==> config.mk <==
export PLATFORM = sky130hd
export DESIGN_NAME = instr_encoder_flat
export DESIGN_NICKNAME = d
export VERILOG_FILES = /design/src/rtl/cpu_isa_pkg.sv /design/src/rtl/instr_encoder_if.sv /design/src/rtl/instr_enc_fields.sv /design/src/rtl/instr_encoder.sv /design/src/flat_wrapper.sv
export SDC_FILE = /design/constraint.sdc
export NUM_CORES = 1
export LEC_CHECK = 0
export ABC_AREA = 0
export CORE_MARGIN = 3
export CORE_UTILIZATION = 43
export DETAILED_ROUTE_END_ITERATION = 10
export PLACE_DENSITY = 0.81
export SYNTH_ARGS = -nofsm -noshare
export SYNTH_HDL_FRONTEND = slang
export SYNTH_SLANG_ARGS = --single-unit
==> constraint.sdc <==
create_clock -name clk -period 2.6 [get_ports clk]
set_input_delay 0.39 -clock clk [delete_from_list [all_inputs] [get_ports clk]]
set_output_delay 0.39 -clock clk [all_outputs]
set_load 0.02 [all_outputs]
==> src/rtl/cpu_isa_pkg.sv <==
// cpu_isa_pkg: shared ISA constants for the instruction encoder.
//   - opcode constants for the supported instruction classes
//   - ALU function codes used by the encoder
//   - bit positions of the instruction fields
//   - FSM state type of the loader (IDLE / LOAD / FULL)
package cpu_isa_pkg;

  localparam logic [5:0] OP_RTYPE = 6'b000000;
  localparam logic [5:0] OP_J     = 6'b000010;
  localparam logic [5:0] OP_LW    = 6'b100011;
  localparam logic [5:0] OP_SW    = 6'b101011;
  localparam logic [5:0] OP_ORI   = 6'b001101;

  localparam logic [2:0] ALU_ADD  = 3'b000;
  localparam logic [2:0] ALU_OR   = 3'b011;

  localparam int unsigned OP_LSB  = 26;
  localparam int unsigned RS_LSB  = 21;
  localparam int unsigned RT_LSB  = 16;
  localparam int unsigned RD_LSB  = 11;

  typedef enum logic [1:0] {
    IDLE = 2'd0,
    LOAD = 2'd1,
    FULL = 2'd2
  } enc_state_t;

endpackage

==> src/rtl/instr_encoder_if.sv <==
// instr_encoder_if: request bundle into the instruction encoder.
//   master modport: request producer (drives in_valid and fields, sees in_ready)
//   slave  modport: encoder side (receives request, drives in_ready)
// Signals: in_valid/in_ready handshake, control intent (jump, ram_load,
// ram_write, imm_enable, alu_func), register fields rs/rt/rd, 26-bit imm.
interface instr_encoder_if;
  logic        in_valid;
  logic        in_ready;
  logic        in_jump;
  logic        in_ram_load;
  logic        in_ram_write;
  logic        in_imm_enable;
  logic [2:0]  in_alu_func;
  logic [4:0]  in_rs;
  logic [4:0]  in_rt;
  logic [4:0]  in_rd;
  logic [25:0] in_imm;

  modport master (
    output in_valid, in_jump, in_ram_load, in_ram_write, in_imm_enable,
           in_alu_func, in_rs, in_rt, in_rd, in_imm,
    input  in_ready
  );

  modport slave (
    input  in_valid, in_jump, in_ram_load, in_ram_write, in_imm_enable,
           in_alu_func, in_rs, in_rt, in_rd, in_imm,
    output in_ready
  );
endinterface

==> src/rtl/instr_enc_fields.sv <==
// instr_enc_fields: purely combinational request -> instruction word.
// Ports:
//   jump, ram_load, ram_write, imm_enable, alu_func, rs, rt, rd, imm : request
//   op      : 6-bit opcode chosen by priority jump > lw > sw > ori > R-type
//   func    : 4-bit func field (R-type only, else 0)
//   word    : full 32-bit encoded instruction
//   illegal : request is ambiguous/inconsistent (only with ENC_ILLEGAL_CHECK_EN,
//             otherwise constant 0)
// Config macro: ENC_ILLEGAL_CHECK_EN
module instr_enc_fields
  import cpu_isa_pkg::*;
(
  input  logic        jump,
  input  logic        ram_load,
  input  logic        ram_write,
  input  logic        imm_enable,
  input  logic [2:0]  alu_func,
  input  logic [4:0]  rs,
  input  logic [4:0]  rt,
  input  logic [4:0]  rd,
  input  logic [25:0] imm,
  output logic [5:0]  op,
  output logic [3:0]  func,
  output logic [31:0] word,
  output logic        illegal
);

  always_comb begin
    op   = OP_RTYPE;
    func = '0;
    word = '0;
    if (jump) begin
      op         = OP_J;
      word[25:0] = imm;
    end else if (ram_load || ram_write || imm_enable) begin
      if (ram_load)       op = OP_LW;
      else if (ram_write) op = OP_SW;
      else                op = OP_ORI;
      word[RS_LSB +: 5] = rs;
      word[RT_LSB +: 5] = rt;
      word[15:0]        = imm[15:0];
    end else begin
      func              = {1'b0, alu_func};
      word[RS_LSB +: 5] = rs;
      word[RT_LSB +: 5] = rt;
      word[RD_LSB +: 5] = rd;
      word[3:0]         = func;
    end
    word[OP_LSB +: 6] = op;
  end

`ifdef ENC_ILLEGAL_CHECK_EN
  logic [2:0] n_ctrl;
  assign n_ctrl  = 3'(jump) + 3'(ram_load) + 3'(ram_write) + 3'(imm_enable);
  assign illegal = (n_ctrl > 3'd1) || (imm_enable && (alu_func != ALU_OR));
`else
  assign illegal = 1'b0;
`endif

endmodule

==> src/rtl/instr_encoder.sv <==
// instr_encoder: re-encodes decoded control intent into 32-bit MIPS-style
// words and streams them into instruction memory at incrementing addresses.
// Parameters: AW - imem address width (capacity 2**AW words)
// Ports:
//   clk, rst_n     : clock (rising edge), asynchronous active-low reset
//   start, stop    : pulse to (re)start loading / return to IDLE
//   req            : instr_encoder_if.slave request bundle (valid/ready + fields)
//   imem_we        : one-cycle write strobe per accepted request
//   imem_addr      : write address, imem_wdata : encoded word
//   op_out/func_out: opcode/func of the word on imem_wdata
//   count          : words written since start, full : count == 2**AW
//   err            : sticky illegal-request flag
// Config macro: ENC_ILLEGAL_CHECK_EN (err stays 0 when undefined)
module instr_encoder
  import cpu_isa_pkg::*;
#(
  parameter int unsigned AW = 6
) (
  input  logic                clk,
  input  logic                rst_n,
  input  logic                start,
  input  logic                stop,
  instr_encoder_if.slave      req,
  output logic                imem_we,
  output logic [AW-1:0]       imem_addr,
  output logic [31:0]         imem_wdata,
  output logic [5:0]          op_out,
  output logic [3:0]          func_out,
  output logic [AW:0]         count,
  output logic                full,
  output logic                err
);

  localparam logic [AW:0] CAPACITY = {1'b1, {AW{1'b0}}};

  enc_state_t  state, state_next;
  logic        ready;
  logic        accept;
  logic [5:0]  enc_op;
  logic [3:0]  enc_func;
  logic [31:0] enc_word;
  logic        enc_illegal;

  instr_enc_fields u_fields (
    .jump       (req.in_jump),
    .ram_load   (req.in_ram_load),
    .ram_write  (req.in_ram_write),
    .imm_enable (req.in_imm_enable),
    .alu_func   (req.in_alu_func),
    .rs         (req.in_rs),
    .rt         (req.in_rt),
    .rd         (req.in_rd),
    .imm        (req.in_imm),
    .op         (enc_op),
    .func       (enc_func),
    .word       (enc_word),
    .illegal    (enc_illegal)
  );

  assign full         = (count == CAPACITY);
  assign req.in_ready = ready;

  // start takes precedence over stop when both pulse together
  always_comb begin
    state_next = state;
    ready      = 1'b0;
    accept     = 1'b0;
    case (state)
      IDLE: begin
        if (start) state_next = LOAD;
      end
      LOAD: begin
        ready  = !full && !start && !stop;
        accept = ready && req.in_valid;
        if (start)     state_next = LOAD;
        else if (stop) state_next = IDLE;
        else if (full) state_next = FULL;
      end
      FULL: begin
        if (start)     state_next = LOAD;
        else if (stop) state_next = IDLE;
      end
      default: state_next = IDLE;
    endcase
  end

  always_ff @(posedge clk or negedge rst_n) begin
    if (!rst_n) state <= IDLE;
    else        state <= state_next;
  end

  // count advances at accept so a back-to-back request sees the next address
  always_ff @(posedge clk or negedge rst_n) begin
    if (!rst_n) begin
      imem_we    <= 1'b0;
      imem_addr  <= '0;
      imem_wdata <= '0;
      op_out     <= '0;
      func_out   <= '0;
      count      <= '0;
      err        <= 1'b0;
    end else begin
      imem_we <= accept;
      if (start) begin
        count     <= '0;
        imem_addr <= '0;
        err       <= 1'b0;
      end else if (accept) begin
        imem_addr  <= count[AW-1:0];
        imem_wdata <= enc_word;
        op_out     <= enc_op;
        func_out   <= enc_func;
        count      <= count + 1'b1;
        err        <= err | enc_illegal;
      end
    end
  end

endmodule

==> src/flat_wrapper.sv <==
// flat-port wrapper written by rule: the top's interface ports become plain ports
module instr_encoder_flat import cpu_isa_pkg::*;
#(
  parameter int unsigned AW = 6
)
  (clk, rst_n, start, stop, imem_we, imem_addr, imem_wdata, op_out, func_out, count, full, err, req_in_valid, req_in_jump, req_in_ram_load, req_in_ram_write, req_in_imm_enable, req_in_alu_func, req_in_rs, req_in_rt, req_in_rd, req_in_imm, req_in_ready);
  instr_encoder_if req_i ();
  input  logic clk;
  input  logic rst_n;
  input  logic start;
  input  logic stop;
  output logic imem_we;
  output logic [AW-1:0] imem_addr;
  output logic [31:0] imem_wdata;
  output logic [5:0] op_out;
  output logic [3:0] func_out;
  output logic [AW:0] count;
  output logic full;
  output logic err;
  input wire logic [$bits(req_i.in_valid)-1:0] req_in_valid;
  input wire logic [$bits(req_i.in_jump)-1:0] req_in_jump;
  input wire logic [$bits(req_i.in_ram_load)-1:0] req_in_ram_load;
  input wire logic [$bits(req_i.in_ram_write)-1:0] req_in_ram_write;
  input wire logic [$bits(req_i.in_imm_enable)-1:0] req_in_imm_enable;
  input wire logic [$bits(req_i.in_alu_func)-1:0] req_in_alu_func;
  input wire logic [$bits(req_i.in_rs)-1:0] req_in_rs;
  input wire logic [$bits(req_i.in_rt)-1:0] req_in_rt;
  input wire logic [$bits(req_i.in_rd)-1:0] req_in_rd;
  input wire logic [$bits(req_i.in_imm)-1:0] req_in_imm;
  output wire logic [$bits(req_i.in_ready)-1:0] req_in_ready;
  assign req_i.in_valid = req_in_valid;
  assign req_i.in_jump = req_in_jump;
  assign req_i.in_ram_load = req_in_ram_load;
  assign req_i.in_ram_write = req_in_ram_write;
  assign req_i.in_imm_enable = req_in_imm_enable;
  assign req_i.in_alu_func = req_in_alu_func;
  assign req_i.in_rs = req_in_rs;
  assign req_i.in_rt = req_in_rt;
  assign req_i.in_rd = req_in_rd;
  assign req_i.in_imm = req_in_imm;
  assign req_in_ready = req_i.in_ready;
  instr_encoder #(.AW(AW)) u_core (.clk(clk), .rst_n(rst_n), .start(start), .stop(stop), .req(req_i), .imem_we(imem_we), .imem_addr(imem_addr), .imem_wdata(imem_wdata), .op_out(op_out), .func_out(func_out), .count(count), .full(full), .err(err));
endmodule
# Yosys cells after proc, flatten, opt, wreduce, memory -nomap -nowiden
# Cells that the tools add are included.
# W data, S select, Z words.
# classes
div_mod_pow,0
n_bitwise,1
mul,0
order_cmp,0
addsub,1
n_shift,0
n_eq_ne,6
n_mux,23
reduce_logical,12
# ops
operator,count
$mux W6,6
$mux W26,1
$mux W7,3
$mux W2,6
$add A7 B1 Y7 const B,1
$eq A7 B7 Y1 const B,1
$mux W3,2
$pmux W2 S3,1
$mux W5,1
$mux W4,1
$ne A4 B3 Y1 const B,1
$logic_and A1 B1 Y1,3
$logic_not A1 Y1,3
$ne A3 B3 Y1 const B,1
$reduce_and A3 Y1,1
$eq A2 B1 Y1 const B,1
$eq A2 B2 Y1 const B,1
$logic_not A2 Y1,1
$logic_or A1 B1 Y1,2
$mux W1,2
$ne A2 B2 Y1 const B,1
$reduce_and A2 Y1,1
$reduce_bool A2 Y1,1
$not A1 Y1,1
# totals
romBits,0
ramBits,0
mem_count,0
elab_cells,50
in_bits,53
output_inout_bits,59
ff_bits,58
latchBits,0

# Logic depth before layout (Yosys ltp)
# Gate-level depths: netlist (run 1).
# logic_depth
ltp_word,8
ltp_mapped,6

# By module
# From an unflattened synthesis (run 1), not the netlist that was laid out.
# unflattened
cells_unflattened,223
hier_area_um2,3072.9
# modules_own_cells
module,area_per_inst_um2,seq_area_each_um2,cells_per_inst,instances
instr_encoder,2650.0,1476.4,171,1
instr_enc_fields,422.9,0.0,52,1

# Least setup slack after synthesis (run 1)
# Ideal clock, no wire load.
# synth_path
kind,input-to-reg
start,input port start
end,register u_core.count[1]
t_arrival_ps,1944
required_ps,2475
setup_time_ps,125
path_slack_ps,531
cell_stages,6
path_cell_list,buf_6 -> or4b_4 -> a311o_1 -> buf_6 -> buf_6 -> mux2_4
# synth_between
elab_chain_cells,6
elab_cells_between_ends,7
cone_classes,mux (2); reduce/logical (5)
# synth_lines
item,line_no,rtl
"start, declared",flat_wrapper.sv:10,input logic start;
$logic_not A1 Y1,instr_encoder.sv:73,ready = !full && !start && !stop;
$logic_and A1 B1 Y1 (2 in series),instr_encoder.sv:73,
$logic_and A1 B1 Y1,instr_encoder.sv:74,accept = ready && req.in_valid;
$mux W1,instr_encoder.sv:68,case (state)
$reduce_bool A2 Y1 (no line),-,
"end signal, assigned",instr_encoder.sv:113,count <= count + 1'b1;
"end, declared",instr_encoder.sv:29,"output logic [AW:0] count,"
# Parallel ways exist; a longest one is shown, timed or not.
# A chain may end at the register's enable or synchronous reset.

# Final worst setup path (run 1)
# layout_path
start,input port stop
end,output port req_in_ready
# layout_between
elab_chain_cells,3
# layout_lines
item,line_no,rtl
"start, declared",flat_wrapper.sv:11,input logic stop;
$logic_not A1 Y1,instr_encoder.sv:73,
$logic_and A1 B1 Y1,instr_encoder.sv:73,
$mux W1,instr_encoder.sv:68,
"end, declared",flat_wrapper.sv:30,output wire logic [$bits(req_i.in_ready)-1:0] req_in_ready;
# Every way passes these cells.

==> impl_table.tex, run 1 <==
\begin{tabular}{lr}
\hline
Metric & Value \\
\hline
\multicolumn{2}{l}{\textbf{Yosys}} \\
Cell area after technology mapping & 2608 um2 \\
Compound-Gate Fraction of Synth Area & 4.271\% \\
Fraction of the mapped netlist area in simple logic gates & 9.549\% \\
Mux contribution to synthesized area & 29.61\% \\
Largest family of logic cells by synthesized area & multiplexers \\
Adder-cell area share of the yosys netlist & less than 1\% \\
Synth Warn \# & 0 \\
Post-synthesis instance total & between 200 and 250 \\
Flops \& latches, synth & 50 \\
Register area share after synthesis & 47.98\% \\
Area share of xor/xnor cells in the synthesized design & 0\% \\
Post-Syn Area per Cell & 12.91 um2 \\
Cell variety after synth & 30 \\
\multicolumn{2}{l}{\textbf{Final layout}} \\
Flip-flop and latch area & 1251 um2 \\
Final Instance Area & 3804 um2 \\
Fill cells & roughly 440 \\
Number of diodes & 0 \\
Net count of the finished layout & 364 \\
Syn-to-layout area delta & 45.87\% \\
Post-layout util & 67.02\% \\
Area occupied by multi-input gates & $\sim$1200 um2 \\
Fraction of layout cells with a size suffix above 1 & 23.87\% \\
\multicolumn{2}{l}{\textbf{GRT}} \\
Met2 Usage GRT & between 20 and 30\% \\
Met3 track utilization from global routing & 5.923\% \\
Total global-route track usage & 17.35\% \\
Number of antenna violations at the first check in global routing & 0 \\
Global-route wire length before repair & about 9800 um \\
Sum of overflow across all layers after global routing & 0 \\
Met1 layer usage reported by global route & 21.01\% \\
Most utilized layer in the global route result & met2 \\
Vias in the first global route & 2079 \\
Largest net degree at the start of global routing & 32 \\
\multicolumn{2}{l}{\textbf{Power}} \\
Worst IR Drop VDD & 0.3247 mV \\
Power density normalized to cell area & between 500 and 600 nW/um2 \\
Overall power of the completed layout & 2.254 mW \\
Leakage power & 1.726 nW \\
\multicolumn{2}{l}{\textbf{Drt}} \\
Per-cell via count in the routed design & 5.018 \\
Number of remaining DRC errors & 0 \\
Routed Wire Length & 5868 um \\
Wire length per cell after detailed routing & $\sim$15 um \\
Antenna Violating Nets Remaining & 0 \\
Number of DRC markers after the initial detailed-route iteration & 58 \\
Drt first pass iters & 4 \\
Overall via count from detail\_route & 1917 \\
\multicolumn{2}{l}{\textbf{STA}} \\
Final critical-path share of the clock period & 95.35\% \\
Clock Skews & 0.005699 ns \\
Unrepaired setup endpoints after global routing & false \\
Final setup TNS & 0 ns \\
Achievable Freq & 403.4 MHz \\
Worst slew pin tran & 0.5316 ns \\
Setup Viol. Count Final & 0 \\
Worst slew margin relative to its limit & 64.24\% \\
Final critical delay including setup and external delays & 2.479 ns \\
Number of pins with negative max-slew slack in the final report & 0 \\
Final Hold Fails & 0 \\
\multicolumn{2}{l}{\textbf{CTS}} \\
Number of buffers inserted during clock tree synthesis & 5 \\
Root buffer cell & clkbuf\_8 \\
Clock H-tree levels & 2 \\
CTS tree & built \\
Clock latency on the worst-skew pair & 0.29 ns \\
Clock buffer depth & 2 \\
Clock sink count & 50 \\
Post-CTS sizing & 0 \\
Clock edge transition at the registers on the reported setup and hold paths & 0.08 ns \\
\multicolumn{2}{l}{\textbf{Setup path}} \\
Buffers and inverters on the worst path & 2 \\
Standard cell with the maximum stage delay on the critical path & clkdlybuf4s50\_1 \\
CP peak stage delay & 0.60 ns \\
Endpoint type of the worst setup path & output port \\
Cell breakdown of the critical path & clkdlybuf4s50\_1 > or4b\_4 > nor2\_1 > clkdlybuf4s50\_1 \\
Max FO, Critical Path & 3 \\
Crit-path most repeated cell & clkdlybuf4s50\_1 \\
Kind of cell adding the most delay to the critical path & buffers and inverters \\
Startpoint-to-endpoint class of the critical path & input port to output port \\
Type of element launching the critical path & input port \\
Arrival time at the worst endpoint & 2.09 ns \\
Data required time of the critical path & 2.21 ns \\
\multicolumn{2}{l}{\textbf{Placement}} \\
Total of buffers placed on input and output ports & 107 \\
Weighted congestion reported at the end of routability-driven placement & 0.8290 \\
Estimated wirelength of the detail-placed design & 4476 um \\
Total placed instance area & 3699 um2 \\
\multicolumn{2}{l}{\textbf{Run}} \\
Number of max-cap violations & 0 \\
\multicolumn{2}{l}{\textbf{Floorplan}} \\
Height of the die & 83.87 um \\
Effective utilization at floorplan & a little under half \\
Chip Width & 83.87 um \\
Boundary Pins & about 110 \\
Core box area & around 5700 um2 \\
Floorplan die area & 7034 um2 \\
Core Rows & 27 \\
\multicolumn{2}{l}{\textbf{Run status}} \\
Result of the run & complete, no violations \\
\multicolumn{2}{l}{\textbf{Min path}} \\
Class of the tightest hold or removal check & input port to async pin \\
\hline
\end{tabular}
==> layer usage <==
layer | part of all wire [%] | vias to the layer above
met2 | 50 | 80
li1 | - | 905
met1 | 40 | 927
met3 | 8.9 | 5
met5 | 0 | -
met4 | 1.0 | 0
==> path summary, 6_finish.rpt <==
check / from / endpoint / slack [ns] / depth (start not counted)
max: stop / req_in_ready / 0.12 / 4
min: rst_n / u_core.imem_addr[5] / 0.47 / 2
max reg2reg: u_core.count[2] / u_core.imem_wdata[4] / 0.57 / 4
min reg2reg: u_core.state[0] / u_core.state[0] / 0.51 / 1
max in group asynchronous: rst_n / u_core.imem_wdata[15] / 1.59 / 3
min in group clk: u_core.state[0] / u_core.state[0] / 0.51 / 1
==> worst reg2reg max path: stages (launching register included) <==
cell	delay, ns
dfrtp_1	0.47
nor4_1	0.53
a311o_2	0.30
buf_12	0.23
mux2_2	0.40
==> stage by stage <==
step / setup slack, ns / std cells / hold slack (ns)
global placement: 0.1361 / 373 / 0.2508
finish: 0.1210 / 382 / 0.4735
CTS: 0.1167 / 382 / 0.4709
global route: 0.06787 / 382 / 0.4918
detailed placement: 0.1200 / 373 / 0.2525
floorplan: 0.5311 / 205 / 0.09441
==> cells in the final DEF, fill, tap and decap left out, drive strengths merged, types with 4 or more instances in the layout <==
cell type      netlist  layout
mux2i                7       7
buf                 15       9
clkdlybuf4s50        0     106
nor2                 7       7
dfrtp               50      50
nand2               12      12
conb                 1       4
clkbuf               4       6
mux2                52      52
nor3                 4       4
inv                 12      12
nor2b               10      10
==> registers in the layout, indices dropped and copies added (netlist names) <==
register	flops
u_core.func_out	3
u_core.imem_we	1
u_core.imem_addr	6
u_core.state	2
u_core.op_out	1
u_core.count	7
u_core.imem_wdata	30
==> kinds of logic after synthesis <==
group / Yosys count
other cells: 1
flops: 50
simple gates: 44
buf+inv: 31
fa+ha+maj: 2
compound gates: 15
mux: 59
==> where the power goes <==
group | total (mW) | switching (mW) | internal [mW]
Sequential | 0.982 | 0.0824 | 0.899
Clock | 0.457 | 0.243 | 0.214
Combinational | 0.816 | 0.338 | 0.477
Total | 2.25 | 0.663 | 1.59
==> layout make-up <==
cell class	instances	share of cell area, %
clock buffer	6	2.171
clock inverter	2	0.3289
inverter	12	1.184
multi-input combinational	124	30.86
sequential	50	32.89
tap	72	2.368
timing repair buffer	116	30.20
==> cells in the mapped netlist (all sizes together) <==
master / n / share of area, %
a22oi: 1 / 0.29
a31o: 2 / 0.67
dfrtp: 50 / 48
o31ai: 1 / 0.29
nor3: 4 / 0.77
nor2b: 10 / 2.4
nand2: 12 / 1.7
nor4: 2 / 1.1
inv: 12 / 1.7
ha: 2 / 0.96
a211oi: 1 / 0.29
o21ai: 2 / 0.38
or4: 3 / 0.86
nand4: 2 / 0.48
a311oi: 1 / 0.34
a311o: 2 / 0.77
o41ai: 1 / 0.34
o311ai: 1 / 0.34
clkbuf: 4 / 0.58
mux2i: 7 / 2.7
or3: 3 / 0.72
buf: 15 / 5.2
a21oi: 3 / 0.58
conb: 1 / 0.14
mux2: 52 / 27
nor2: 7 / 1.0
or4b: 1 / 0.53
==> timing repair <==
item	in CTS	in global routing
setup buffers	0	0
hold buffers	1	0
endpoints found under the setup margin	0	0
hold endpoints to repair	8	0
(Power assumes the default switching activity.)
==> inputs of run 2 (changes only) <==
Settings changed: SKIP_CTS_REPAIR_TIMING set to 1.
==> results of run 2 <==
Same layout as run 1: the final DEF is identical, and so are final timing and power.
Main changes from that run: met1 usage 21.01% -> 20.94%; met3 usage 5.923% -> 6.022%
